[src/rtl/proc_mem_arbiter_if.sv]
`default_nettype none
// ============================================================================
// Module      : proc_mem_arbiter_if
// Description : Requester channels plus single-memory bus seen by the
//               processor memory arbiter. The slave modport belongs to the
//               arbiter; the master modport is the requester/memory side.
// Revision    : 1.0 - initial release
// ============================================================================
interface proc_mem_arbiter_if #(
    parameter int DATA_WIDTH = 32,
    parameter int ADDR_WIDTH = 26,
    parameter int NUM_PORTS  = 2
);
    // Requester side
    logic [NUM_PORTS-1:0]            p_req;
    logic [NUM_PORTS-1:0]            p_we;
    logic [NUM_PORTS*ADDR_WIDTH-1:0] p_addr;
    logic [NUM_PORTS*DATA_WIDTH-1:0] p_wdata;
    logic [NUM_PORTS-1:0]            p_gnt;
    logic [NUM_PORTS-1:0]            p_done;
    logic [DATA_WIDTH-1:0]           p_rdata;

    // Memory side
    logic [ADDR_WIDTH-1:0]           addr;
    logic [DATA_WIDTH-1:0]           data_out;
    logic [DATA_WIDTH-1:0]           data_in;
    logic                            read;
    logic                            write;

    modport slave (
        input  p_req, p_we, p_addr, p_wdata, data_in,
        output p_gnt, p_done, p_rdata, addr, data_out, read, write
    );

    modport master (
        output p_req, p_we, p_addr, p_wdata, data_in,
        input  p_gnt, p_done, p_rdata, addr, data_out, read, write
    );
endinterface
`default_nettype wire

[src/rtl/proc_mem_arbiter.sv]
`default_nettype none
// ============================================================================
// Module      : proc_mem_arbiter
// Description : Round-robin arbiter between NUM_PORTS requesters and one
//               fixed-latency memory. Holds READ/WRITE for WAIT_STATES+1
//               cycles, then pulses the channel's done bit and captures
//               read data. All outputs are registered.
// Revision    : 1.0 - initial release
// ============================================================================
module proc_mem_arbiter #(
    parameter int DATA_WIDTH  = 32,
    parameter int ADDR_WIDTH  = 26,
    parameter int NUM_PORTS   = 2,
    parameter int WAIT_STATES = 1
) (
    input wire                 clk,
    input wire                 rst,
    proc_mem_arbiter_if.slave  bus
);

    localparam int IDX_W = (NUM_PORTS > 1) ? $clog2(NUM_PORTS) : 1;

    typedef enum logic [0:0] {
        IDLE   = 1'b0,
        ACCESS = 1'b1
    } state_t;

    state_t                 r_state;
    state_t                 w_state_next;

    logic [IDX_W-1:0]       r_last;
    logic [NUM_PORTS-1:0]   r_sel;
    logic                   r_we;
    logic [3:0]             r_wait;

    logic [NUM_PORTS-1:0]   r_gnt;
    logic [NUM_PORTS-1:0]   r_done;
    logic [DATA_WIDTH-1:0]  r_rdata;
    logic [ADDR_WIDTH-1:0]  r_addr;
    logic [DATA_WIDTH-1:0]  r_dout;
    logic                   r_read;
    logic                   r_write;

    logic                   w_found;
    logic [NUM_PORTS-1:0]   w_onehot;
    logic [IDX_W-1:0]       w_win;
    logic                   w_we;
    logic [ADDR_WIDTH-1:0]  w_addr;
    logic [DATA_WIDTH-1:0]  w_wdata;

    // Round-robin pick: scan offsets 1..NUM_PORTS from the last winner,
    // the first requesting channel at the smallest offset wins.
    always_comb begin
        w_found  = 1'b0;
        w_onehot = '0;
        w_win    = '0;
        w_we     = 1'b0;
        w_addr   = '0;
        w_wdata  = '0;
        for (int i = 1; i <= NUM_PORTS; i++) begin
            for (int c = 0; c < NUM_PORTS; c++) begin
                if (!w_found && bus.p_req[c] &&
                    (c == ((int'(r_last) + i) % NUM_PORTS))) begin
                    w_found     = 1'b1;
                    w_onehot[c] = 1'b1;
                    w_win       = IDX_W'(c);
                    w_we        = bus.p_we[c];
                    w_addr      = bus.p_addr[c*ADDR_WIDTH +: ADDR_WIDTH];
                    w_wdata     = bus.p_wdata[c*DATA_WIDTH +: DATA_WIDTH];
                end
            end
        end
    end

    // Next-state: accept any request in IDLE, finish when the counter is spent.
    always_comb begin
        w_state_next = r_state;
        case (r_state)
            IDLE:    if (w_found)         w_state_next = ACCESS;
            ACCESS:  if (r_wait == 4'd0)  w_state_next = IDLE;
            default:                      w_state_next = IDLE;
        endcase
    end

    // State register.
    always_ff @(posedge clk or posedge rst) begin
        if (rst) begin
            r_state <= IDLE;
        end else begin
            r_state <= w_state_next;
        end
    end

    // Datapath: latch the winner on accept, count wait states, complete.
    always_ff @(posedge clk or posedge rst) begin
        if (rst) begin
            r_last  <= IDX_W'(NUM_PORTS - 1);
            r_sel   <= '0;
            r_we    <= 1'b0;
            r_wait  <= 4'd0;
            r_gnt   <= '0;
            r_done  <= '0;
            r_rdata <= '0;
            r_addr  <= '0;
            r_dout  <= '0;
            r_read  <= 1'b0;
            r_write <= 1'b0;
        end else begin
            r_gnt  <= '0;
            r_done <= '0;
            if (r_state == IDLE) begin
                if (w_found) begin
                    r_last  <= w_win;
                    r_sel   <= w_onehot;
                    r_we    <= w_we;
                    r_addr  <= w_addr;
                    if (w_we) begin
                        r_dout <= w_wdata;
                    end
                    r_read  <= !w_we;
                    r_write <= w_we;
                    r_gnt   <= w_onehot;
                    r_wait  <= 4'(WAIT_STATES);
                end
            end else begin
                if (r_wait == 4'd0) begin
                    r_read  <= 1'b0;
                    r_write <= 1'b0;
                    r_done  <= r_sel;
                    if (!r_we) begin
                        r_rdata <= bus.data_in;
                    end
                end else begin
                    r_wait <= r_wait - 4'd1;
                end
            end
        end
    end

    assign bus.p_gnt    = r_gnt;
    assign bus.p_done   = r_done;
    assign bus.p_rdata  = r_rdata;
    assign bus.addr     = r_addr;
    assign bus.data_out = r_dout;
    assign bus.read     = r_read;
    assign bus.write    = r_write;

endmodule
`default_nettype wire

[src/flat_wrapper.sv]
// flat-port wrapper written by rule: the top's interface ports become plain ports
module proc_mem_arbiter_flat 
#(
    parameter int DATA_WIDTH  = 32,
    parameter int ADDR_WIDTH  = 26,
    parameter int NUM_PORTS   = 2,
    parameter int WAIT_STATES = 1
)
  (clk, rst, bus_p_req, bus_p_we, bus_p_addr, bus_p_wdata, bus_data_in, bus_p_gnt, bus_p_done, bus_p_rdata, bus_addr, bus_data_out, bus_read, bus_write);
  proc_mem_arbiter_if #(.DATA_WIDTH(DATA_WIDTH), .ADDR_WIDTH(ADDR_WIDTH), .NUM_PORTS(NUM_PORTS)) bus_i ();
  input wire clk;
  input wire rst;
  input wire logic [$bits(bus_i.p_req)-1:0] bus_p_req;
  input wire logic [$bits(bus_i.p_we)-1:0] bus_p_we;
  input wire logic [$bits(bus_i.p_addr)-1:0] bus_p_addr;
  input wire logic [$bits(bus_i.p_wdata)-1:0] bus_p_wdata;
  input wire logic [$bits(bus_i.data_in)-1:0] bus_data_in;
  output wire logic [$bits(bus_i.p_gnt)-1:0] bus_p_gnt;
  output wire logic [$bits(bus_i.p_done)-1:0] bus_p_done;
  output wire logic [$bits(bus_i.p_rdata)-1:0] bus_p_rdata;
  output wire logic [$bits(bus_i.addr)-1:0] bus_addr;
  output wire logic [$bits(bus_i.data_out)-1:0] bus_data_out;
  output wire logic [$bits(bus_i.read)-1:0] bus_read;
  output wire logic [$bits(bus_i.write)-1:0] bus_write;
  assign bus_i.p_req = bus_p_req;
  assign bus_i.p_we = bus_p_we;
  assign bus_i.p_addr = bus_p_addr;
  assign bus_i.p_wdata = bus_p_wdata;
  assign bus_i.data_in = bus_data_in;
  assign bus_p_gnt = bus_i.p_gnt;
  assign bus_p_done = bus_i.p_done;
  assign bus_p_rdata = bus_i.p_rdata;
  assign bus_addr = bus_i.addr;
  assign bus_data_out = bus_i.data_out;
  assign bus_read = bus_i.read;
  assign bus_write = bus_i.write;
  proc_mem_arbiter #(.DATA_WIDTH(DATA_WIDTH), .ADDR_WIDTH(ADDR_WIDTH), .NUM_PORTS(NUM_PORTS), .WAIT_STATES(WAIT_STATES)) u_core (.clk(clk), .rst(rst), .bus(bus_i));
endmodule
[config.mk]
export PLATFORM = sky130hd
export DESIGN_NAME = proc_mem_arbiter_flat
export DESIGN_NICKNAME = d
export VERILOG_FILES = /design/src/rtl/proc_mem_arbiter_if.sv /design/src/rtl/proc_mem_arbiter.sv /design/src/flat_wrapper.sv
export SDC_FILE = /design/constraint.sdc
export NUM_CORES = 1
export LEC_CHECK = 0
export BUFFER_PORTS_ARGS = -buffer_cell sky130_fd_sc_hd__buf_2
export CAP_MARGIN = 20
export CORE_MARGIN = 2
export CORE_UTILIZATION = 40
export DETAILED_ROUTE_END_ITERATION = 16
export GPL_ROUTABILITY_DRIVEN = 0
export PLACE_DENSITY = 0.84
export SLEW_MARGIN = 20
export SYNTH_ARGS = -nofsm -noshare
export SYNTH_HDL_FRONTEND = slang
export SYNTH_SLANG_ARGS = --single-unit
[constraint.sdc]
create_clock -name clk -period 3 [get_ports clk]
set_input_delay 0.15 -clock clk [delete_from_list [all_inputs] [get_ports clk]]
set_output_delay 0.15 -clock clk [all_outputs]
set_load 0.01 [all_outputs]
* Word level (Yosys, flattened, before mapping)
Cells that the tools add are included.
W data, S select, Z words.
** Operators by class
- Add/sub/neg operators :: 3
- $mul :: 0
- Divide/modulo/power cells :: 0
- Magnitude comparators :: 0
- Equal/unequal tests :: 4
- Shift operators :: 0
- Mux-type cells :: 36
- Bitwise gates (word level) :: 4
- Reductions and logical operators :: 20
** Operators by type and width (number)
- $mux W32 :: 4
- $mux W26 :: 4
- $logic_not A32 Y1 :: 2
- $mux W1 :: 20
- $mux W4 :: 3
- $mux W2 :: 4
- $logic_and A1 B1 Y1 :: 7
- $reduce_and A2 Y1 :: 3
- $reduce_and A3 Y1 :: 2
- $eq A2 B2 Y1 const A :: 2
- $logic_not A1 Y1 :: 4
- $logic_not A4 Y1 :: 1
- $ne A2 B2 Y1 const B :: 2
- $sub A4 B1 Y4 const B :: 1
- $add A1 B1 Y1 const B :: 2
- $and A1 B1 Y1 const A :: 2
- $not A1 Y1 :: 2
- $pmux W1 S2 :: 1
- $reduce_bool A2 Y1 :: 1
** Word-level totals
- Bits in registers :: 105
- Latch bits :: 0
- Bits in writable memories :: 0
- ROM bits :: 0
- Input bits :: 154
- Output and inout port bits :: 96
- Memories :: 0

* Depth between registers and ports, before layout
- Word-level depth :: 20
- Mapped depth :: 8
- Mapped depth without buffers :: 6

* Worst setup path before layout
Ideal clock, no wire load.
- Path kind :: register to register
- Start point :: reg u_core.r_wait[0]
- End point :: reg u_core.r_rdata[0], in the netlist u_core.bus.p_rdata[0]
- Setup time :: 0.127 ns
- Arrival time :: 1.629 ns
- Data required time :: 2.873 ns
- Setup slack :: 1.243 ns
- Stages on the path, launching flop included :: 9
- Cells stage by stage :: dfrtp_1 -> inv_1 -> ha_1 -> nand2b_1 -> nor3b_2 -> nor2b_1 -> buf_2 -> buf_6 -> mux2_1
** On the way
- Word-level cells in the longest chain between the ends :: 2
** RTL lines
- from (decl) :: line proc_mem_arbiter.sv:34 : logic [3:0] r_wait;
- from (signal assigned) :: line proc_mem_arbiter.sv:123 : r_wait <= 4'(WAIT_STATES);
- from (signal assigned) :: line proc_mem_arbiter.sv:134 : r_wait <= r_wait - 4'd1;
- $logic_not A4 Y1 :: line proc_mem_arbiter.sv:126 : if (r_wait == 4'd0) begin
- $reduce_and A3 Y1 (no source line)
- to (signal assigned) :: line proc_mem_arbiter.sv:131 : r_rdata <= bus.data_in;
- to (decl) :: line proc_mem_arbiter.sv:38 : logic [DATA_WIDTH-1:0] r_rdata;
No other way between the ends.
A chain may end at the register's enable or synchronous reset.

* Final worst setup path
- Start point :: reg u_core.r_last
- End point :: reg u_core.r_dout[17], in the netlist u_core.bus.data_out[17]
** On the way
- Word-level cells in the longest chain between the ends :: 18
** RTL lines
- from (decl) :: line proc_mem_arbiter.sv:31 : logic [IDX_W-1:0] r_last;
- from (signal assigned) :: line proc_mem_arbiter.sv:97 : r_last <= IDX_W'(NUM_PORTS - 1);
- from (signal assigned) :: line proc_mem_arbiter.sv:113 : r_last <= w_win;
- $add A1 B1 Y1 :: line proc_mem_arbiter.sv:63 : (c == ((int'(r_last) + i) % NUM_PORTS))) begin
- $and A1 B1 Y1 (no source line)
- $logic_not A32 Y1 :: line proc_mem_arbiter.sv:63
- $logic_and A1 B1 Y1 :: line proc_mem_arbiter.sv:62 : if (!w_found && bus.p_req[c] &&
- $mux W1 :: line proc_mem_arbiter.sv:62
- $logic_not A1 Y1 :: line proc_mem_arbiter.sv:62
- $logic_and A1 B1 Y1 (2 in a row) :: line proc_mem_arbiter.sv:62
- $mux W1 :: line proc_mem_arbiter.sv:62
- $logic_not A1 Y1 :: line proc_mem_arbiter.sv:62
- $logic_and A1 B1 Y1 (2 in a row) :: line proc_mem_arbiter.sv:62
- $mux W1 :: line proc_mem_arbiter.sv:62
- $logic_not A1 Y1 :: line proc_mem_arbiter.sv:62
- $logic_and A1 B1 Y1 (2 in a row) :: line proc_mem_arbiter.sv:62
- $mux W1 :: line proc_mem_arbiter.sv:62
- $reduce_and A3 Y1 (no source line)
- to (signal assigned) :: line proc_mem_arbiter.sv:118 : r_dout <= w_wdata;
- to (decl) :: line proc_mem_arbiter.sv:40 : logic [DATA_WIDTH-1:0] r_dout;
Parallel ways exist; a longest one is shown, timed or not.

==> results.sh <==
export IMPL_status="completed"
export IMPL_htree_levels=3
export IMPL_slew_violations=0
export IMPL_yosysTopAreaCellShare_pct=57.6
export IMPL_overflow=0
export IMPL_antenna_cells=0
export IMPL_holdWs_ns=0.0117
export IMPL_fin_setup_tns_ns=0
export IMPL_synth_async_reset_ratio_pct=100
export IMPL_core_sq_um=10900
export IMPL_wl_um=11000
export IMPL_synth_distinct_cells=32
export IMPL_grt_usage_pct=17.6
export IMPL_rows=38
export IMPL_synth_edf_count=0
export IMPL_finalSetupViolations=0
export IMPL_drive_above_1_share_pct=55.1
export IMPL_grt_pass1_vias=3538
export IMPL_synth_cells=319
export IMPL_clk_pin_slew_ns=0.07
export IMPL_final_cells=712
export IMPL_fmaxAchievable_mhz=466
export IMPL_dp_slack_ns=0.835
export IMPL_die_area_sq_um=12200
export IMPL_placed_cells=693
export IMPL_cp_end_kind="flop"
export IMPL_clock_path_buffers=2
export IMPL_critPathRequiredTime_ns=3.21
export IMPL_drc=0
export IMPL_yosys_warnings=0
export IMPL_arrival_ns=2.36
export IMPL_worstPathMaxFanout=33
export IMPL_syn_nets=475
export IMPL_io_pins=250
export IMPL_wl_per_cell_um=15.4
export IMPL_grt_pass1_wl_um=16500
export IMPL_clock_latency_ns=0.33
export IMPL_grt_max_degree=40
export IMPL_seq_area_frac_synth_pct=58.2
export IMPL_die_x_um=110
export IMPL_ys_flop_type="dfrtp_1"
export IMPL_start_util_pct=41.3
export IMPL_cts_root_buf="clkbuf_16"
export IMPL_fin_worst_skew_ns=0.00808
export IMPL_cts_made_buffers=9
export IMPL_slew_headroom_pct=39.4
export IMPL_start_kind="flop"
export IMPL_hpwl_um=8200
export IMPL_finalHoldViolations=0
export IMPL_drtPass1Iterations=5
export IMPL_maxCapViolCount=0
export IMPL_cts_resized=0
export IMPL_die_y_um=110
export IMPL_antenna_found_initial=0
export IMPL_cts_tree="done"
export IMPL_synth_area_sq_um=4520
export IMPL_cts_sinks=105
export IMPL_min_period_over_period_pct=71.6
export IMPL_power_density_nw_per_um2=937
export IMPL_final_common_cell="buf_2"
export IMPL_startpoint="u_core.r_last"
export IMPL_synth_top_area_cell="dfrtp_1"
export IMPL_r2r_start="u_core.r_last"
export IMPL_synthTopCellsByArea="dfrtp_1 58%, a22o_1 11%, mux2_2 8.2%"
export IMPL_vias=3636
export IMPL_min_period_ns=2.15
export IMPL_fin_ws_ns=0.852
export IMPL_ant_nets=0
export IMPL_area_growth_pct=36.4
export IMPL_final_cell_mix="249 x buf_2, 104 x dfrtp_1, 58 x a22o_1"
export IMPL_fin_nets=724
export IMPL_worstSetupPathType="reg -> reg"
export IMPL_ir_drop_uv=421
export IMPL_leakagePower_nw=3.40
export IMPL_drt_iter0_drc=166
export IMPL_syn_avg_cell_area_sq_um=14.2
export IMPL_synth_seq_cells=105
export IMPL_rsz0062_at_grt="false"
export IMPL_hold_path_class="in -> reg"
export IMPL_hp_start="bus_p_addr[5]"
export IMPL_port_buffers=249
export IMPL_via_per_inst=5.11
export IMPL_tightest_slew_ns=0.907
==> final timing paths <==
kind / endpoint / slack [ns] / depth (start not counted)
max in group asynchronous: u_core.bus.data_out[14] / 1.78 / 4
hold / removal: u_core.bus.addr[5] / 0.01 / 2
hold reg to reg: u_core.r_sel[1] / 0.47 / 1
setup reg to reg: u_core.bus.data_out[17] / 0.85 / 4
setup / recovery: u_core.bus.data_out[17] / 0.85 / 4
min in group asynchronous: u_core.bus.p_rdata[28] / 0.38 / 3
==> cell usage after synthesis (all sizes together) (4+ instances only) <==
library cell	instances
buf	17
inv	4
clkbuf	7
a21o	31
mux2	65
dfrtp	104
a22o	58
nand2b	4
==> timing repair <==
item / CTS / global route
setup buffers: 0 / 0
hold endpoints to repair: 35 / 0
hold buffers: 4 / 0
==> state kept, by name, indices dropped and copies added (netlist names) <==
register / flops
u_core.bus.p_done: 2
u_core.bus.write: 1
u_core.r_state: 1
u_core.r_sel: 2
u_core.r_wait: 4
u_core.bus.addr: 26
u_core.r_we: 1
u_core.r_last: 1
u_core.bus.p_rdata: 32
u_core.bus.read: 1
u_core.bus.p_gnt: 2
u_core.bus.data_out: 32
==> logic make-up (layout without fill, tap and decap cells) <==
group                      after synthesis  count (layout)  share of synthesized area (%)
DFF                                    105             105                           58.2
muxes                                   66              66                           16.4
buffers and inverters                   28             281                           3.93
AOI/OAI and AO/OA                       99              99                           18.2
and+or+nand+nor                         19              19                           2.63
adders and majority gates                2               2                          0.554
==> metal layers <==
layer,global-route usage (%),part of all wire [%],routed length (um)
met1,19.5,38,4190
met2,32.2,53,5860
met3,4.64,7.3,803
met4,6.34,0.96,105
met5,0,0,0
==> critical path: stages, from the launching register on <==
cell,delay [ns]
dfstp_2,0.56
nand2b_1,0.15
a32oi_1,0.16
nor2_4,0.72
mux2_2,0.42
==> metrics by stage <==
step	power, mW	util [%]	cell area, sq um
detailed placement	4.76	53.5	5850
global placement	4.65	53.5	5850
finish	5.77	56.3	6160
floorplan	3.82	-	4520
global route	6.18	56.3	6160
CTS	5.86	56.3	6160
==> layout make-up <==
class / count / area, sq um
Inverter: 4 / 17.5
Fill cell: 917 / 4770
Clock inverter: 6 / 42.5
Multi-Input combinational cell: 186 / 1720
Sequential cell: 105 / 2630
Clock buffer: 9 / 225
Timing Repair Buffer: 262 / 1350
Tap cell: 140 / 175
==> where the power goes <==
part | total [mW] | internal (mW) | switching (mW)
clock network | 1.06 | 0.561 | 0.498
logic | 2.27 | 1.19 | 1.08
registers | 2.44 | 2.08 | 0.359
Power figures use the tool's default switching activity.
